### config.mk
export PLATFORM = sky130hd
export DESIGN_NAME = gpio_mmio_flat
export DESIGN_NICKNAME = d
export VERILOG_FILES = /design/src/rtl/gpio_pkg.sv /design/src/rtl/gpio_mmio_if.sv /design/src/rtl/gpio_mmio_debouncer.sv /design/src/rtl/gpio_mmio.sv /design/src/flat_wrapper.sv
export SDC_FILE = /design/constraint.sdc
export NUM_CORES = 1
export LEC_CHECK = 0
export BUFFER_PORTS_ARGS = -buffer_cell sky130_fd_sc_hd__buf_2
export CORE_MARGIN = 4
export CORE_UTILIZATION = 45
export CTS_BUF_LIST = sky130_fd_sc_hd__clkbuf_4
export CTS_CLUSTER_SIZE = 8
export DETAILED_ROUTE_END_ITERATION = 8
export PLACE_DENSITY_LB_ADDON = 0.25
export SLEW_MARGIN = 20
export SYNTH_ARGS = -nofsm -noshare
export SYNTH_HDL_FRONTEND = slang
export SYNTH_SLANG_ARGS = --single-unit
### constraint.sdc
create_clock -name clk_i -period 2.83 [get_ports clk_i]
set_clock_uncertainty 0.05 [all_clocks]
set_input_delay 0.4245 -clock clk_i [delete_from_list [all_inputs] [get_ports clk_i]]
set_output_delay 0.4245 -clock clk_i [all_outputs]
set_load 0.02 [all_outputs]
### src/rtl/gpio_pkg.sv
// Shared definitions for the memory-mapped GPIO block: register offsets,
// the register enum and the default pin count.
package gpio_pkg;

    localparam logic [1:0] OFF_LED  = 2'b00;
    localparam logic [1:0] OFF_BTN  = 2'b01;
    localparam logic [1:0] OFF_SW   = 2'b10;
    localparam logic [1:0] OFF_EDGE = 2'b11;

    typedef enum logic [1:0] {
        REG_LED  = 2'b00,
        REG_BTN  = 2'b01,
        REG_SW   = 2'b10,
        REG_EDGE = 2'b11
    } gpio_reg_e;

    localparam int unsigned N_IO_DEFAULT = 4;

endpackage

### src/rtl/gpio_mmio_if.sv
// Core data-port bundle seen by the GPIO peripheral. Reads are same-cycle,
// so rdata/hit are combinational on the slave side.
interface gpio_mmio_if #(
    parameter int unsigned WIDTH = 64
) ();
    logic [WIDTH-1:0] addr;
    logic [WIDTH-1:0] wdata;
    logic             we;
    logic             re;
    logic [WIDTH-1:0] rdata;
    logic             hit;

    modport master (output addr, output wdata, output we, output re,
                    input  rdata, input hit);
    modport slave  (input  addr, input wdata, input we, input re,
                    output rdata, output hit);
endinterface

### src/rtl/gpio_mmio_debouncer.sv
// Per-bit debouncer: 2-FF synchronizer, then a counter that must see the
// synchronized value differ from the stable value for DEBOUNCE_CYCLES
// consecutive cycles before the stable value follows it.
module gpio_mmio_debouncer #(
    parameter int unsigned DEBOUNCE_CYCLES = 16,
    parameter int unsigned W               = 4
) (
    input  logic         clk_i,
    input  logic         rst_ni,
    input  logic [W-1:0] pin_i,
    output logic [W-1:0] stable_o,
    output logic [W-1:0] rise_o
);
    localparam int unsigned    CW       = $clog2(DEBOUNCE_CYCLES + 1);
    localparam logic [CW-1:0]  CNT_LAST = CW'(DEBOUNCE_CYCLES - 1);

    logic [W-1:0]  s1_q;
    logic [W-1:0]  s2_q;
    logic [W-1:0]  stable_q;
    logic [W-1:0]  stable_d;
    logic [CW-1:0] cnt_q [W];
    logic [CW-1:0] cnt_d [W];

    // Next stable value and counter per bit; the counter restarts whenever the
    // input agrees with the stable value, so it cannot run past CNT_LAST.
    always_comb begin
        stable_d = stable_q;
        for (int i = 0; i < int'(W); i++) begin
            cnt_d[i] = {CW{1'b0}};
            if (s2_q[i] == stable_q[i]) begin
                cnt_d[i] = {CW{1'b0}};
            end else if (cnt_q[i] == CNT_LAST) begin
                stable_d[i] = s2_q[i];
                cnt_d[i]    = {CW{1'b0}};
            end else begin
                cnt_d[i] = cnt_q[i] + CW'(1);
            end
        end
    end

    // Synchronizer, stable value and counters; reset discards any partial count.
    always_ff @(posedge clk_i or negedge rst_ni) begin
        if (!rst_ni) begin
            s1_q     <= {W{1'b0}};
            s2_q     <= {W{1'b0}};
            stable_q <= {W{1'b0}};
            for (int i = 0; i < int'(W); i++) begin
                cnt_q[i] <= {CW{1'b0}};
            end
        end else begin
            s1_q     <= pin_i;
            s2_q     <= s1_q;
            stable_q <= stable_d;
            for (int i = 0; i < int'(W); i++) begin
                cnt_q[i] <= cnt_d[i];
            end
        end
    end

    assign stable_o = stable_q;
    // Rise is flagged on the same edge that stable goes 0->1.
    assign rise_o   = stable_d & ~stable_q;

endmodule

### src/rtl/gpio_mmio.sv
// Memory-mapped GPIO: LED register, debounced buttons/switches and sticky
// write-one-to-clear rising-edge flags for the buttons. 32-byte window at
// BASE_ADDR, four 8-byte registers selected by addr[4:3].
module gpio_mmio
    import gpio_pkg::*;
#(
    parameter int unsigned      WIDTH           = 64,
    parameter logic [WIDTH-1:0] BASE_ADDR       = WIDTH'(64'h1000),
    parameter int unsigned      N_IO            = N_IO_DEFAULT,
    parameter int unsigned      DEBOUNCE_CYCLES = 16
) (
    input  logic            clk_i,
    input  logic            rst_ni,
    gpio_mmio_if.slave      bus,
    output logic [N_IO-1:0] led_o,
    input  logic [N_IO-1:0] btn_i,
    input  logic [N_IO-1:0] sw_i
);
    logic [N_IO-1:0] led_q,  led_d;
    logic [N_IO-1:0] edge_q, edge_d;
    logic [N_IO-1:0] btn_stable_s, btn_rise_s;
    logic [N_IO-1:0] sw_stable_s,  sw_rise_s;
    logic [N_IO-1:0] edge_clr_s;
    logic [N_IO-1:0] rd_reg_s;
    logic            hit_s;
    logic            wr_s;
    logic [1:0]      off_s;
    logic            unused_s;

    gpio_mmio_debouncer #(.DEBOUNCE_CYCLES(DEBOUNCE_CYCLES), .W(N_IO)) u_btn_db (
        .clk_i(clk_i), .rst_ni(rst_ni), .pin_i(btn_i),
        .stable_o(btn_stable_s), .rise_o(btn_rise_s)
    );

    gpio_mmio_debouncer #(.DEBOUNCE_CYCLES(DEBOUNCE_CYCLES), .W(N_IO)) u_sw_db (
        .clk_i(clk_i), .rst_ni(rst_ni), .pin_i(sw_i),
        .stable_o(sw_stable_s), .rise_o(sw_rise_s)
    );

    assign hit_s    = (bus.addr[WIDTH-1:5] == BASE_ADDR[WIDTH-1:5]);
    assign off_s    = bus.addr[4:3];
    assign wr_s     = bus.we & hit_s;
    // Upper store data, byte-lane bits and switch rises have no function here.
    assign unused_s = ^{bus.wdata[WIDTH-1:N_IO], bus.addr[2:0], sw_rise_s};

    // Register updates: LED store, W1C of edge flags; a new rise beats a clear.
    always_comb begin
        led_d      = led_q;
        edge_clr_s = {N_IO{1'b0}};
        if (wr_s) begin
            case (off_s)
                OFF_LED:  led_d      = bus.wdata[N_IO-1:0];
                OFF_EDGE: edge_clr_s = bus.wdata[N_IO-1:0];
                default:  led_d      = led_q;
            endcase
        end else begin
            led_d = led_q;
        end
        edge_d = (edge_q & ~edge_clr_s) | btn_rise_s;
    end

    // LED and edge-flag state.
    always_ff @(posedge clk_i or negedge rst_ni) begin
        if (!rst_ni) begin
            led_q  <= {N_IO{1'b0}};
            edge_q <= {N_IO{1'b0}};
        end else begin
            led_q  <= led_d;
            edge_q <= edge_d;
        end
    end

    // Same-cycle read mux; no side effects on any register.
    always_comb begin
        rd_reg_s = {N_IO{1'b0}};
        if (bus.re && hit_s) begin
            case (gpio_reg_e'(off_s))
                REG_LED:  rd_reg_s = led_q;
                REG_BTN:  rd_reg_s = btn_stable_s;
                REG_SW:   rd_reg_s = sw_stable_s;
                REG_EDGE: rd_reg_s = edge_q;
                default:  rd_reg_s = {N_IO{1'b0}};
            endcase
        end else begin
            rd_reg_s = {N_IO{1'b0}};
        end
    end

    assign bus.rdata = {{(WIDTH-N_IO){1'b0}}, rd_reg_s};
    assign bus.hit   = hit_s;
    assign led_o     = led_q;

endmodule
### src/flat_wrapper.sv
// flat-port wrapper written by rule: the top's interface ports become plain ports
module gpio_mmio_flat import gpio_pkg::*;
#(
    parameter int unsigned      WIDTH           = 64,
    parameter logic [WIDTH-1:0] BASE_ADDR       = WIDTH'(64'h1000),
    parameter int unsigned      N_IO            = N_IO_DEFAULT,
    parameter int unsigned      DEBOUNCE_CYCLES = 16
)
  (clk_i, rst_ni, led_o, btn_i, sw_i, bus_addr, bus_wdata, bus_we, bus_re, bus_rdata, bus_hit);
  gpio_mmio_if #(.WIDTH(WIDTH)) bus_i ();
  input  logic clk_i;
  input  logic rst_ni;
  output logic [N_IO-1:0] led_o;
  input  logic [N_IO-1:0] btn_i;
  input  logic [N_IO-1:0] sw_i;
  input wire logic [$bits(bus_i.addr)-1:0] bus_addr;
  input wire logic [$bits(bus_i.wdata)-1:0] bus_wdata;
  input wire logic [$bits(bus_i.we)-1:0] bus_we;
  input wire logic [$bits(bus_i.re)-1:0] bus_re;
  output wire logic [$bits(bus_i.rdata)-1:0] bus_rdata;
  output wire logic [$bits(bus_i.hit)-1:0] bus_hit;
  assign bus_i.addr = bus_addr;
  assign bus_i.wdata = bus_wdata;
  assign bus_i.we = bus_we;
  assign bus_i.re = bus_re;
  assign bus_rdata = bus_i.rdata;
  assign bus_hit = bus_i.hit;
  gpio_mmio #(.WIDTH(WIDTH), .BASE_ADDR(BASE_ADDR), .N_IO(N_IO), .DEBOUNCE_CYCLES(DEBOUNCE_CYCLES)) u_core (.clk_i(clk_i), .rst_ni(rst_ni), .bus(bus_i), .led_o(led_o), .btn_i(btn_i), .sw_i(sw_i));
endmodule
==> results.json, run 1 <==
{
  "outcome": "complete, but fails checks",
  "violations": "setup timing",
  "fin_cells": 529,
  "synth-edff-count": 0,
  "num_rows": 32,
  "crit_type": "in -> out",
  "ys_warn_count": 0,
  "cts_buffers": 9,
  "p_leak_nw": 2.20,
  "vias_per_cell": 4.58,
  "multi_input_area_mm2": 0.00151,
  "hp-class": "in -> reg",
  "holdPathStages": 1,
  "nFillCells": 723,
  "ctsRootBufferMaster": "clkbuf_4",
  "synth_top_area_frac": 0.507,
  "fin_tns_setup_ps": -439,
  "ant_nets": 0,
  "yosys-top-cells-area": "dfrtp_1 51%, buf_4 13%, xor2_1 5.9%, nor2_1 3.3%, ha_1 2.8%",
  "clkTransAtPathRegs_ps": 120,
  "setup_viol": 5,
  "dp.cells": 513,
  "slew_headroom": 0.403,
  "layout_min_cycle_time_ps": 2940,
  "antenna_found_initial": 0,
  "final_hold_viol_count": 0,
  "synth-seq-area-share": 0.507,
  "track_usage": 0.148,
  "cp-start-kind": "input pin",
  "r2r_cells": 4,
  "drive_gt1_frac": 0.307,
  "core-area_mm2": 0.00769,
  "vias": 2424,
  "routed_wirelength_um": 6690,
  "hold_buffers": 0,
  "hpwl_um": 5290,
  "wl_per_cell_um": 12.7,
  "htreeDepth": 3,
  "seqCellArea_mm2": 0.00180,
  "fp.dieH_um": 96.9,
  "cp_max_fo": 5,
  "dominantRegCellSynth": "dfrtp_1",
  "placed_area_mm2": 0.00393,
  "async_flop_share": 1.00,
  "grt_max_degree": 73,
  "start_util": 0.462,
  "initialDrtViolationCount": 82,
  "drv_cap": 0,
  "fin_crit_sh": 1.04,
  "setup_slack_ps": -111,
  "antenna_cells": 0,
  "portBuffers": 85,
  "clock_latency_ps": 410,
  "netlist_area_mm2": 0.00355,
  "syn2layout_area_growth_pct": 16.0,
  "power_mw": 1.87,
  "preCtsSetupSlack_ps": -268,
  "fmax_mhz": 340,
  "grt_pass1_wl_um": 11200,
  "drtPass1Iterations": 4,
  "fin_nets": 570,
  "arrival_ps": 2470,
  "postSynthCellCount": 321,
  "synth_area_per_cell_um2": 11.1,
  "yosysTopAreaCell": "dfrtp_1",
  "cts_tree": "yes",
  "vdd.ir_drop.worst_v": 0.000204,
  "drv_slew": 0,
  "required_ps": 2360,
  "final_area_mm2": 0.00412,
  "clk_path_buf_depth": 2,
  "first_global_vias": 2419,
  "end_kind": "output pin",
  "design.die.area_mm2": 0.00938,
  "ios": 209,
  "cts.sinks": 72,
  "drc": 0,
  "place_congestion": 0.723,
  "synth.distinct_cells": 27,
  "finish.utilization": 0.536,
  "synth-seq-cells": 72,
  "worst_pin_slew_ps": 895,
  "dieWidth_um": 96.9,
  "post_cts_buffers": 0,
  "grt_setup_unrepaired": "true",
  "gr-total-overflow": 0,
  "holdWs_ps": 61.9,
  "power_density_mw_per_mm2": 452
}
path summary, 6_finish.rpt:
path | to | slack [ps] | from
setup / recovery | bus_rdata[3] | -110 | bus_addr[5]
hold / removal | u_core.u_sw_db.s1_q[3]$_DFF_PN0_ | 60 | sw_i[3]
setup reg to reg | u_core.u_sw_db.stable_o[2]$_DFFE_PN0P_ | 1480 | u_core.u_sw_db.cnt_q[5]$_DFF_PN0_
hold reg to reg | u_core.u_sw_db.s2_q[1]$_DFF_PN0_ | 310 | u_core.u_sw_db.s1_q[1]$_DFF_PN0_
max in group asynchronous | u_core.edge_q[3]$_DFF_PN0_ | 1990 | rst_ni
min in group asynchronous | u_core.u_sw_db.cnt_q[6]$_DFF_PN0_ | 170 | rst_ni
worst max-delay path: stages:
cell	delay, ps
buf_6	90
or4b_4	520
or4_1	520
or4_4	510
nor3b_4	250
buf_6	150
Yosys cell counts (5+ instances only):
cell     count
dfrtp_1     72
buf_4       60
nor2_1      31
xor2_1      24
inv_1       17
nand3_1     17
o21ai_0     12
and2_1       9
and3_1       9
nor4_1       9
or4_1        9
ha_1         8
nand2_1      8
nor3b_1      5
repair_timing:
item	in CTS	in global routing
gates resized for setup	14	5
pin swaps	2	0
endpoints found under the setup margin	5	5
gates cloned	0	0
cells in the final DEF, fill, tap and decap left out, types with 2 or more instances in the layout:
cell        synthesis  final
a32oi_1             4      4
and2_1              9      9
and3_1              9      9
buf_2               0     79
buf_4              60      9
buf_6               0      4
clkbuf_4            0      9
clkinv_2            0      2
clkinvlp_4          0      4
conb_1              1     60
dfrtp_1            72     72
ha_1                8      8
inv_1              17     17
mux2_2              4      4
mux2_4              4      4
mux4_2              4      4
nand2_1             8      8
nand3_1            17     17
nand4_1             3      3
nor2_1             31     31
nor3b_4             0      3
nor4_1              9      9
o21ai_0            12     12
o41ai_1             4      4
or4_1               9      6
or4_4               2      5
xor2_1             24     24
report_power, final:
part | total, mW | internal [mW] | switching [mW]
Combinational | 0.232 | 0.0813 | 0.150
Clock | 0.541 | 0.178 | 0.363
Sequential | 1.09 | 1.07 | 0.0260
Total | 1.87 | 1.33 | 0.539
area by class of cell:
| class | count | area share |
|---|---|---|
| multi-input cells | 230 | 0.365 |
| inverters | 17 | 0.0155 |
| clock inverters | 7 | 0.0118 |
| clock buffers | 9 | 0.0164 |
| well taps | 102 | 0.0309 |
| flip-flops and latches | 72 | 0.437 |
| repair buffers | 92 | 0.123 |
routing by layer:
layer	global-route usage	part of all wire
met1	0.186	0.41
met2	0.242	0.50
met3	0.0288	0.067
met4	0.0756	0.020
met5	0	0
cells by family after synthesis:
logic type / synth area share
simple gates: 0.168
buf+inv: 0.146
flops: 0.507
xor+xnor: 0.0591
compound gates: 0.0366
mux: 0.0549
fa+ha+maj: 0.0282
other cells: 0.00105
registers in the layout, summed over array words and instances, names as in the netlist:
name	count
u_core.u_btn_db.s2_q	4
u_core.u_btn_db.s1_q	4
u_core.u_sw_db.cnt_q	20
u_core.led_o	4
u_core.edge_q	4
u_core.u_btn_db.cnt_q	20
u_core.u_sw_db.s2_q	4
u_core.u_sw_db.stable_o	4
u_core.u_btn_db.stable_o	4
u_core.u_sw_db.s1_q	4
(Power assumes the default switching activity.)
==> inputs of run 2 (changes only) <==
--- a/config.mk
+++ b/config.mk
@@ -12,6 +12,7 @@
 export CTS_CLUSTER_SIZE = 8
 export DETAILED_ROUTE_END_ITERATION = 8
 export PLACE_DENSITY_LB_ADDON = 0.25
+export RECOVER_POWER = 50
 export SLEW_MARGIN = 20
 export SYNTH_ARGS = -nofsm -noshare
 export SYNTH_HDL_FRONTEND = slang
==> run 2 against run 1 <==
- routed wire length did not move
- power barely moved
- first-iteration DRC count did not move
- combinational power barely moved
- the run ends with capacitance limit, slew limit, setup timing left
- critical path depth did not move
- final area barely moved
- maximum frequency did not move
- hold slack did not move
- worst setup slack did not move
- non-clock buffer count did not move
- core utilization barely moved
- largest power group unchanged
==> results.json, run 2 (same netlist as run 1, synthesis figures left out) <==
{
  "hp-class": "in -> reg",
  "r2r_cells": 4,
  "power_density_mw_per_mm2": 453,
  "initialDrtViolationCount": 82,
  "fin_nets": 570,
  "cp.depth": 6,
  "grt_pass1_wl_um": 11200,
  "fp.dieH_um": 96.9,
  "end_kind": "output pin",
  "violations": "capacitance limit, slew limit, setup timing",
  "mostFrequentLayoutCell": "buf_2",
  "required_ps": 2360,
  "clk_path_buf_depth": 2,
  "cts_buffers": 9,
  "portBuffers": 85,
  "setup_slack_ps": -111,
  "holdWs_ps": 61.9,
  "vdd.ir_drop.worst_v": 0.000204,
  "start_util": 0.462,
  "final_cell_mix": "79 x buf_2, 72 x dfrtp_1, 60 x conb_1",
  "num_rows": 32,
  "ff2ff_setup_slack_ps": 1480,
  "critPathLaunch": "bus_addr[5]",
  "cts.sinks": 72,
  "clkTransAtPathRegs_ps": 120,
  "worst_pin_slew_ps": 1740,
  "antenna_found_initial": 0,
  "power.internal_mw": 1.33,
  "antenna_cells": 0,
  "dieWidth_um": 96.9,
  "place_congestion": 0.723,
  "wl_per_cell_um": 12.7,
  "p_leak_nw": 2.20,
  "grt_setup_unrepaired": "true",
  "vias_per_cell": 4.58,
  "track_usage": 0.148,
  "swShare": 0.289,
  "first_global_vias": 2419,
  "outcome": "complete, but fails checks",
  "setup_viol": 5,
  "final_area_mm2": 0.00412,
  "drv_slew": 73,
  "fin_crit_sh": 1.04,
  "design.die.area_mm2": 0.00938,
  "placed_area_mm2": 0.00393,
  "hp-start": "sw_i[3]",
  "arrival_ps": 2470,
  "crit_type": "in -> out",
  "crit_family": "simple AND/OR/NAND/NOR gates",
  "slew_headroom": -0.162,
  "nFillCells": 722,
  "p_comb_frac": 0.124,
  "syn2layout_area_growth_pct": 15.9,
  "seqPwrFrac": 0.586,
  "ios": 209,
  "ctsRootBufferMaster": "clkbuf_4",
  "layout_min_cycle_time_ps": 2940,
  "ant_nets": 0,
  "fmax_mhz": 340,
  "drtPass1Iterations": 4,
  "multi_input_area_mm2": 0.00151,
  "clock_latency_ps": 410,
  "crit_path_top_delay_cell": "or4b_4",
  "reg2reg_from": "u_core.u_sw_db.cnt_q[5]$_DFF_PN0_",
  "drc": 0,
  "hpwl_um": 5290,
  "power_mw": 1.87,
  "crit_top_cell": "buf_6",
  "cp-start-kind": "input pin",
  "vias": 2424,
  "crit_path_max_incr_delay_ps": 520,
  "drive_gt1_frac": 0.307,
  "gr-total-overflow": 0,
  "grt_max_degree": 73,
  "path_cells": "buf_6, or4b_4, or4_1, or4_4, nor3b_4, buf_6",
  "reg_top3": "u_core.u_btn_db.cnt_q: 20 flops, u_core.u_sw_db.cnt_q: 20 flops",
  "cts_tree": "yes",
  "p_switching_uw": 539,
  "path_buf_inv": 2,
  "cp_max_fo": 5,
  "final_hold_viol_count": 0,
  "core-area_mm2": 0.00769,
  "hold_buffers": 0,
  "pwr-share-clk": 0.290,
  "seqCellArea_mm2": 0.00180,
  "routed_wirelength_um": 6690,
  "htreeDepth": 3,
  "drv_cap": 1,
  "holdPathStages": 1
}
==> run 2: worst paths after layout <==
kind | endpoint
setup / recovery | bus_rdata[3]
hold / removal | u_core.u_sw_db.s1_q[3]$_DFF_PN0_
setup reg to reg | u_core.u_sw_db.stable_o[2]$_DFFE_PN0P_
hold reg to reg | u_core.u_sw_db.s2_q[1]$_DFF_PN0_
max in group asynchronous | u_core.edge_q[3]$_DFF_PN0_
min in group asynchronous | u_core.u_sw_db.cnt_q[6]$_DFF_PN0_
==> run 2: final cells by class <==
type,count,area share
clock buffers,9,0.0164
clock inverters,7,0.0118
inverters,17,0.0155
multi-input cells,230,0.366
flip-flops and latches,72,0.437
well taps,102,0.0310
repair buffers,92,0.123
==> run 2: power groups by stage <==
stage	registers [mW]	clock network [mW]	logic, mW
floorplan	1.11	0	0.200
global placement	1.11	0	0.223
detailed placement	1.11	0	0.228
CTS	1.09	0.563	0.232
global route	1.10	0.612	0.263
finish	1.09	0.541	0.231
==> run 2: stage by stage <==
stage	setup TNS [ps]	setup slack (ps)	std cells	utilization
CTS	-442	-104	529	0.533
floorplan	-478	-119	380	-
global placement	-1180	-281	513	0.511
finish	-439	-111	529	0.536
global route	-703	-162	529	0.536
detailed placement	-1150	-268	513	0.511
==> run 2: worst register-to-register path: stages (launching register included) <==
cell and delay (ps):
dfrtp_1 390, ha_1 200, nand3_1 140, nor2_1 130, mux2_2 330
==> run 2: per-layer routing <==
metal	GRT usage	share of wire	up-vias
met2	0.242	0.50	93
met4	0.0756	0.020	0
met1	0.186	0.41	1131
li1	-	-	1187
met3	0.0288	0.067	13
met5	0	0	-
==> run 2: what timing repair did <==
item	in CTS	in global routing
setup buffers	0	0
pin swaps	2	0
gates resized for setup	14	5
setup endpoints to repair	5	5
